File: src/rtl/xm_control_unit.sv
`default_nettype none
// ============================================================================
// Module   : xm_control_unit
// Purpose  : Multi-cycle sequencer for the X-Makina datapath. Decodes the
//            latched instruction word, drives every datapath strobe/select
//            and runs the external memory request/acknowledge handshake.
//            One instruction at a time: FETCH -> DECODE -> EXEC | MEM.
// Revision : 1.0  initial release
// ----------------------------------------------------------------------------
// Ports
//   clk_i          in   1     system clock, rising edge
//   arst_i         in   1     asynchronous reset, active-low
//   ir_i           in   WORD  instruction register contents
//   status_i       in   WORD  status register, [0]=C [1]=Z [2]=N [3]=V
//   badMem_i       in   1     address decoder fault for current address
//   memAck_i       in   1     memory completes current request this cycle
//   memReq_o       out  1     memory request valid
//   memWe_o        out  1     request is a write
//   pcWr_o .. flagsWr_o  out  1  datapath write strobes
//   byteOp_o       out  1     byte-wide operation
//   pcSel_o        out  1     0 = PC+2, 1 = PC+branch offset
//   aluBSel_o      out  2     0 = register B, 1 = constant
//   adrSel_o       out  2     0 = idle, 1 = PC, 2 = address register,
//                             3 = address register + offset
//   statWrMode_o   out  2     status write mode (no status-writing class
//                             exists in this ISA subset, held at 0)
//   regWrMode_o    out  2     0 = word write, 1 = byte write
//   regWrSel_o     out  3     0 = none, 1 = ALU, 2 = PC (link), 3 = IMM,
//                             4 = MEM
//   regWrAdr_o     out  3     register file write address
//   regAdrA_o      out  3     register file read port A (dst / data reg)
//   regAdrB_o      out  3     register file read port B (src / addr reg)
//   aluOp_o        out  4     ALU operation
//   flagsEn_o      out  4     flag update enables {V,N,Z,C}
//   fault_o        out  1     sticky memory fault, core halted
// ============================================================================
module xm_control_unit #(
  parameter int WORD = 16
) (
  input  logic            clk_i,
  input  logic            arst_i,
  input  logic [WORD-1:0] ir_i,
  input  logic [WORD-1:0] status_i,
  input  logic            badMem_i,
  input  logic            memAck_i,
  output logic            memReq_o,
  output logic            memWe_o,
  output logic            pcWr_o,
  output logic            regWr_o,
  output logic            memEn_o,
  output logic            irWr_o,
  output logic            statWr_o,
  output logic            flagsWr_o,
  output logic            byteOp_o,
  output logic            pcSel_o,
  output logic [1:0]      aluBSel_o,
  output logic [1:0]      adrSel_o,
  output logic [1:0]      statWrMode_o,
  output logic [1:0]      regWrMode_o,
  output logic [2:0]      regWrSel_o,
  output logic [2:0]      regWrAdr_o,
  output logic [2:0]      regAdrA_o,
  output logic [2:0]      regAdrB_o,
  output logic [3:0]      aluOp_o,
  output logic [3:0]      flagsEn_o,
  output logic            fault_o
);

  // State encoding
  localparam logic [2:0] S_RST    = 3'd0;
  localparam logic [2:0] S_FETCH  = 3'd1;
  localparam logic [2:0] S_DECODE = 3'd2;
  localparam logic [2:0] S_EXEC   = 3'd3;
  localparam logic [2:0] S_MEM    = 3'd4;
  localparam logic [2:0] S_FAULT  = 3'd5;

  // Instruction classes, ir_i[15:13]
  localparam logic [2:0] C_BL   = 3'b000;
  localparam logic [2:0] C_BR   = 3'b001;
  localparam logic [2:0] C_ALU  = 3'b010;
  localparam logic [2:0] C_MOVI = 3'b011;

  // Select encodings (0 is always the idle value)
  localparam logic [1:0] ADR_PC    = 2'd1;
  localparam logic [1:0] ADR_REG   = 2'd2;
  localparam logic [1:0] ADR_OFF   = 2'd3;
  localparam logic [1:0] ALUB_REG  = 2'd0;
  localparam logic [1:0] ALUB_CONST = 2'd1;
  localparam logic [2:0] WRS_ALU   = 3'd1;
  localparam logic [2:0] WRS_PC    = 3'd2;
  localparam logic [2:0] WRS_IMM   = 3'd3;
  localparam logic [2:0] WRS_MEM   = 3'd4;
  localparam logic [3:0] ALU_MOV   = 4'hC;
  localparam logic [2:0] LINK_REG  = 3'd5;

  logic [2:0] r_state;
  logic [2:0] w_next;
  logic       w_cond;
  logic [2:0] w_class;
  logic       w_unused;

  assign w_class  = ir_i[15:13];
  // Only the four condition flags of the status word are consumed here.
  assign w_unused = ^status_i[WORD-1:4];

  // Branch condition evaluation
  always_comb begin
    w_cond = 1'b0;
    case (ir_i[12:10])
      3'd0: w_cond =  status_i[1];   // EQ
      3'd1: w_cond = ~status_i[1];   // NE
      3'd2: w_cond =  status_i[0];   // CS
      3'd3: w_cond = ~status_i[0];   // CC
      3'd4: w_cond =  status_i[2];   // MI
      3'd5: w_cond = ~status_i[2];   // PL
      3'd6: w_cond =  status_i[3];   // VS
      default: w_cond = 1'b1;        // AL
    endcase
  end

  always_ff @(posedge clk_i or negedge arst_i) begin
    if (!arst_i) begin
      r_state <= S_RST;
    end else begin
      r_state <= w_next;
    end
  end

  // Outputs are decoded from the state (and, on ack cycles, the handshake
  // inputs) so that reset forces every output to zero asynchronously.
  always_comb begin
    w_next       = r_state;
    memReq_o     = 1'b0;
    memWe_o      = 1'b0;
    pcWr_o       = 1'b0;
    regWr_o      = 1'b0;
    memEn_o      = 1'b0;
    irWr_o       = 1'b0;
    statWr_o     = 1'b0;
    flagsWr_o    = 1'b0;
    byteOp_o     = 1'b0;
    pcSel_o      = 1'b0;
    aluBSel_o    = 2'd0;
    adrSel_o     = 2'd0;
    statWrMode_o = 2'd0;
    regWrMode_o  = 2'd0;
    regWrSel_o   = 3'd0;
    regWrAdr_o   = 3'd0;
    regAdrA_o    = 3'd0;
    regAdrB_o    = 3'd0;
    aluOp_o      = 4'd0;
    flagsEn_o    = 4'd0;
    fault_o      = 1'b0;

    // Register addresses are valid once the instruction word is latched.
    if (r_state == S_DECODE || r_state == S_EXEC || r_state == S_MEM) begin
      regAdrA_o  = ir_i[2:0];
      regAdrB_o  = ir_i[5:3];
      regWrAdr_o = ir_i[2:0];
    end

    case (r_state)
      S_RST: begin
        w_next = S_FETCH;
      end

      S_FETCH: begin
        memReq_o = 1'b1;
        memEn_o  = 1'b1;
        adrSel_o = ADR_PC;
        // A decoder fault wins over a simultaneous acknowledge.
        if (badMem_i) begin
          w_next = S_FAULT;
        end else if (memAck_i) begin
          irWr_o = 1'b1;
          pcWr_o = 1'b1;
          w_next = S_DECODE;
        end
      end

      S_DECODE: begin
        // Classes 1xx are all memory accesses.
        w_next = ir_i[15] ? S_MEM : S_EXEC;
      end

      S_EXEC: begin
        w_next = S_FETCH;
        case (w_class)
          C_BL: begin
            regWr_o    = 1'b1;
            regWrSel_o = WRS_PC;
            regWrAdr_o = LINK_REG;
            pcWr_o     = 1'b1;
            pcSel_o    = 1'b1;
          end
          C_BR: begin
            pcWr_o  = w_cond;
            pcSel_o = w_cond;
          end
          C_ALU: begin
            aluOp_o     = ir_i[11:8];
            aluBSel_o   = ir_i[7] ? ALUB_CONST : ALUB_REG;
            byteOp_o    = ir_i[6];
            regWr_o     = 1'b1;
            regWrSel_o  = WRS_ALU;
            regWrMode_o = {1'b0, ir_i[6]};
            flagsWr_o   = 1'b1;
            // MOV leaves the flags untouched.
            flagsEn_o   = (ir_i[11:8] == ALU_MOV) ? 4'b0000 : 4'b1111;
          end
          C_MOVI: begin
            regWr_o    = 1'b1;
            regWrSel_o = WRS_IMM;
          end
          default: begin
          end
        endcase
      end

      S_MEM: begin
        memReq_o = 1'b1;
        memEn_o  = 1'b1;
        memWe_o  = ir_i[13];                   // ST / STR
        byteOp_o = ir_i[6];
        adrSel_o = ir_i[14] ? ADR_OFF : ADR_REG; // LDR / STR use offset
        if (badMem_i) begin
          w_next = S_FAULT;
        end else if (memAck_i) begin
          if (!ir_i[13]) begin
            regWr_o     = 1'b1;
            regWrSel_o  = WRS_MEM;
            regWrMode_o = {1'b0, ir_i[6]};
          end
          w_next = S_FETCH;
        end
      end

      S_FAULT: begin
        fault_o   = 1'b1;
        regAdrA_o = 3'd0;
        w_next    = S_FAULT;
      end

      default: begin
        w_next = S_RST;
      end
    endcase
  end

endmodule
`default_nettype wire
File: config.mk
export PLATFORM = sky130hd
export DESIGN_NAME = xm_control_unit
export DESIGN_NICKNAME = d
export VERILOG_FILES = /design/src/rtl/xm_control_unit.sv
export SDC_FILE = /design/constraint.sdc
export NUM_CORES = 1
export LEC_CHECK = 0
export BUFFER_PORTS_ARGS = -buffer_cell sky130_fd_sc_hd__buf_2
export CORE_MARGIN = 2
export CORE_UTILIZATION = 30
export CTS_CLUSTER_SIZE = 25
export DETAILED_ROUTE_END_ITERATION = 6
export PLACE_DENSITY_LB_ADDON = 0.1
export SLEW_MARGIN = 15
export SYNTH_ARGS = -nofsm -noshare
export SYNTH_HDL_FRONTEND = slang
export SYNTH_SLANG_ARGS = --single-unit
File: constraint.sdc
create_clock -name clk_i -period 3.9 [get_ports clk_i]
set_input_delay 0.78 -clock clk_i [delete_from_list [all_inputs] [get_ports clk_i]]
set_output_delay 0.78 -clock clk_i [all_outputs]
set_load 0.005 [all_outputs]
**Yosys cells after proc, flatten, opt, wreduce, memory -nomap -nowiden**

Cells that the tools add are included.
W data, S select, Z words.

- Flip-flop bits (word level): 3
- Bits of input ports: 36
- Output and inout bits: 39
- Logic and storage cells: 80

- Equal/unequal tests: 17
- Multiplexer cells: 50
- Bitwise gates (word level): 3
- Reduce and logical (&&, ||, !) cells: 9

Operator list:

| kind | number |
|---|---|
| $mux W3 | 13 |
| $mux W1 | 22 |
| $mux W4 | 5 |
| $eq A3 B2 Y1 const B | 6 |
| $eq A3 B3 Y1 const B | 5 |
| $pmux W3 S5 | 1 |
| $pmux W1 S2 | 5 |
| $eq A3 B1 Y1 const B | 3 |
| $logic_not A3 Y1 | 3 |
| $pmux W1 S7 | 1 |
| $ne A3 B3 Y1 const B | 2 |
| $pmux W2 S3 | 1 |
| $pmux W3 S2 | 1 |
| $eq A4 B4 Y1 const B | 1 |
| $pmux W2 S2 | 1 |
| $reduce_or A2 Y1 | 2 |
| $not A1 Y1 | 3 |
| $reduce_or A3 Y1 | 1 |
| $logic_or A1 B1 Y1 | 2 |
| $reduce_and A2 Y1 | 1 |

**Logic depth before layout (Yosys ltp)**

- Depth in word-level cells: 6
- Depth in mapped cells: 6
- Mapped depth without buffers: 5

**Least setup slack after synthesis**

No wires, ideal clock.

- Kind: input port to output port
- Start: in ir_i[15]
- End: out flagsEn_o[1]
- Arrival time: 1686 ps
- Required time: 3120 ps
- Setup slack: 1434 ps
- Stages on the path: 5
- Buffers on the path: 1
- Cells stage by stage: nand4bb_4 > nor2_1 > nand2_1 > a31oi_1 > buf_4

- Cells in the longest elaborated chain, start to end: 3

RTL lines:

| item | RTL line | source |
|---|---|---|
| start, declared | 42 | `input logic [WORD-1:0] ir_i,` |
| $eq A3 B2 Y1 | 188 | `case (w_class)` |
| $mux W4 | 188 |  |
| $mux W4 | 162 | `case (r_state)` |
| end, declared | 65 | `output logic [3:0] flagsEn_o,` |

Every way passes these cells.

**Worst setup path in the final report**

- Start: in ir_i[12]
- End: out pcWr_o

- Cells in the longest elaborated chain, start to end: 4
- Elaborated cells on any way between the ends: 10
- Classes of those cells: 6 x eq/ne; 3 x mux; 1 x reduce/logical

RTL lines:

| item | RTL line | source |
|---|---|---|
| $eq A3 B3 Y1, or another cell as far along | 109 | `case (ir_i[12:10])` |
| $pmux W1 S7 * | 109 |  |
| $pmux W1 S2 * | 188 |  |
| $pmux W1 S2 * | 162 |  |
| end, declared | 48 | `output logic pcWr_o,` |

Every way passes the cells marked *; elsewhere a longest branch is shown, timed or not.

==> metrics.txt <==
ys async rst share 100%; max reg flops 3; Ys Warns 0; Max stage delay cell, worst path a311o_1; max incr delay on CP 380 ps; clock tree sinks 3; layout cells sized above 1 47.1%; Final setup viols 0; ys flop type dfrtp_1; nets 177; gr ovfl total 0; via count 727; cts repair resizes 0; clk_lat worst skew 230 ps; chip height 48.5 um; #FFs+latches synth 3; CP Buf/Inv Count 2; RSZ-0062 raised after global routing no; I/O pin count 75; GP Congestion 0.676; Synth cell types 32; fin crit period 2610 ps; Max-cap violations 0; n_diodes 0; CP most frequent cell buf_2; CTS tree built; biggest registers after layout r_state: 3 flops; TritonRoute pass-1 iters 4; wire length per cell 9.46 um; CTS Buffer Depth 2; Compound-Gate Fraction of Synth Area 21.3%; Final Hold Viols 0; CTS Buf Count 3; clock slew at reported path FFs 40 ps; startpoint types input pin; hold_buf cts 0; register area share after synthesis 12.7%; Routed WL 1580 um; row cnt 16; post-DR vias/cell 4.35; HPWL after detailed placement 1320 um; overall power 110 uW; clk root buf clkbuf_4; status finished clean; gr usage total 12.9%; Power per Cell Area 128 nW/um^2; WP data arrival 1830 ps; hold_ws 338 ps; capture point of the worst reg-to-reg path r_state[0]; Synth area leaders buf_4 (13%), dfrtp_1 (13%), and2_1 (11%), nor2_1 (6.3%), a21oi_1 (5.9%); Area Overhead vs Synth 45.4%; skew final 1.04 ps; Final Max Tran Viols 0; Simple-Gate Fraction of Synth Area 39.9%; H-tree level count 1; first-pass GRT wire length 2570 um; vias in the first global route 625; Detail Route Antenna Nets 0; largest family of logic cells by synthesized area simple AND/OR/NAND/NOR gates; r2r worst-path depth 3; peak supply drop 0.240 mV; Cell Area, Synth 593 um^2; die width 48.5 um; Detailed Route Iter0 Violations 9; largest net degree at the start of global routing 15; die area 2350 um^2; initial antenna violation count 0; Critical Path Start ir_i[12]; Post-Synthesis Mean Instance Area 6.82 um^2; Max Clock Freq 0.383 GHz; crit-path leading delay family compound AO/OA/AOI/OAI gates; top cells by count, synth and2_1 (10), buf_4 (10), nor2_1 (10), a21oi_1 (7), inv_1 (7); Worst R2R Start r_state[1]; final clock period utilization by the worst path 66.9%; DRC Markers 0; largest reg by FF count r_state; Post-synth EDFFs 0; critical path peak fanout 3; I/O Buffers 57; Starting Density 30.9%; Post-Synth XOR/XNOR Area 1.48%; Core ar. 1920 um^2; Post-CTS Setup Inserts 0; crit path capture type output port; Synth Area in Adders 0%; mux share of post-synthesis cell area 3.59%; Synth top area share 12.7%; LEAKAGE 0.000539 uW; CP required 3120 ps; most area-hungry cell type in the Yosys netlist buf_4; setup TNS 0 ps; R2R setup slack 2510 ps; Crit Path Class in2out; Syn Inst Count 87; min-delay worst type in2async; crit path cell chain buf_2 -> mux2i_1 -> xor2_1 -> a311o_1 -> o22ai_2 -> buf_2
-- power by group --
| group | total, uW | internal (uW) | switching, uW | leakage, uW |
|---|---|---|---|---|
| combinational | 25.6 | 13.1 | 12.5 | 0.000493 |
| sequential | 31.3 | 31.3 | 0.000112 | 0.0000315 |
| clock | 53.5 | 38.3 | 15.2 | 0.0000150 |
-- cell families after synthesis --
logic type / Yosys count
flip-flops: 3
other: 1
AO/OA/AOI/OAI: 20
buffers and inverters: 20
XOR/XNOR: 1
AND/OR/NAND/NOR: 40
multiplexers: 2
-- area by class of cell --
| type | instances | area (um^2) |
|---|---|---|
| Fill cell | 227 | 1060 |
| Tap cell | 27 | 33.8 |
| Clock buffer | 4 | 26.3 |
| Sequential cell | 3 | 75.1 |
| Multi-Input combinational cell | 68 | 412 |
| Timing Repair Buffer | 57 | 285 |
| Inverter | 8 | 30.0 |
-- metal layers --
metal  up-vias  share of wire, %  global-route usage, %
met1       300                45                   17.3
met3         0                11                   4.63
met2        42                44                   21.1
met4         0                 0                  0.952
met5         -                 0                      0
li1        385                 -                      -
-- cell usage in the layout, fill, tap and decap left out, types with 3 or more instances in the layout --
cell      Yosys  layout
buf_2         1      57
nor2_1       10      10
and2_1       10      10
inv_1         7       7
a21oi_1       7       7
nand2_1       6       6
o21ai_0       5       5
conb_1        1       5
and3_1        3       3
clkbuf_4      0       3
dfrtp_1       3       3
-- how the worst max path moves through the flow --
| stage | endpoint | slack, ps | cells after the start |
|---|---|---|---|
| 2_1_floorplan | flagsEn_o[1] | 1430 | 5 |
| 6_report | pcWr_o | 1290 | 6 |
| 3_3_place_gp | pcWr_o | 1280 | 6 |
| 3_5_place_dp | flagsEn_o[0] | 1270 | 6 |
| 4_1_cts | flagsEn_o[0] | 1270 | 6 |
| 5_1_grt | flagsEn_o[0] | 1180 | 6 |
-- stage by stage --
step	worst slack [ps]	utilization [%]	cells	area [um^2]
2_1_floorplan	1430	-	91	608
3_3_place_gp	1280	43.5	163	836
4_1_cts	1270	44.9	167	862
5_1_grt	1180	44.9	167	862
3_5_place_dp	1270	43.5	163	836
6_report	1290	44.9	167	862
(Power assumes the default switching activity.)
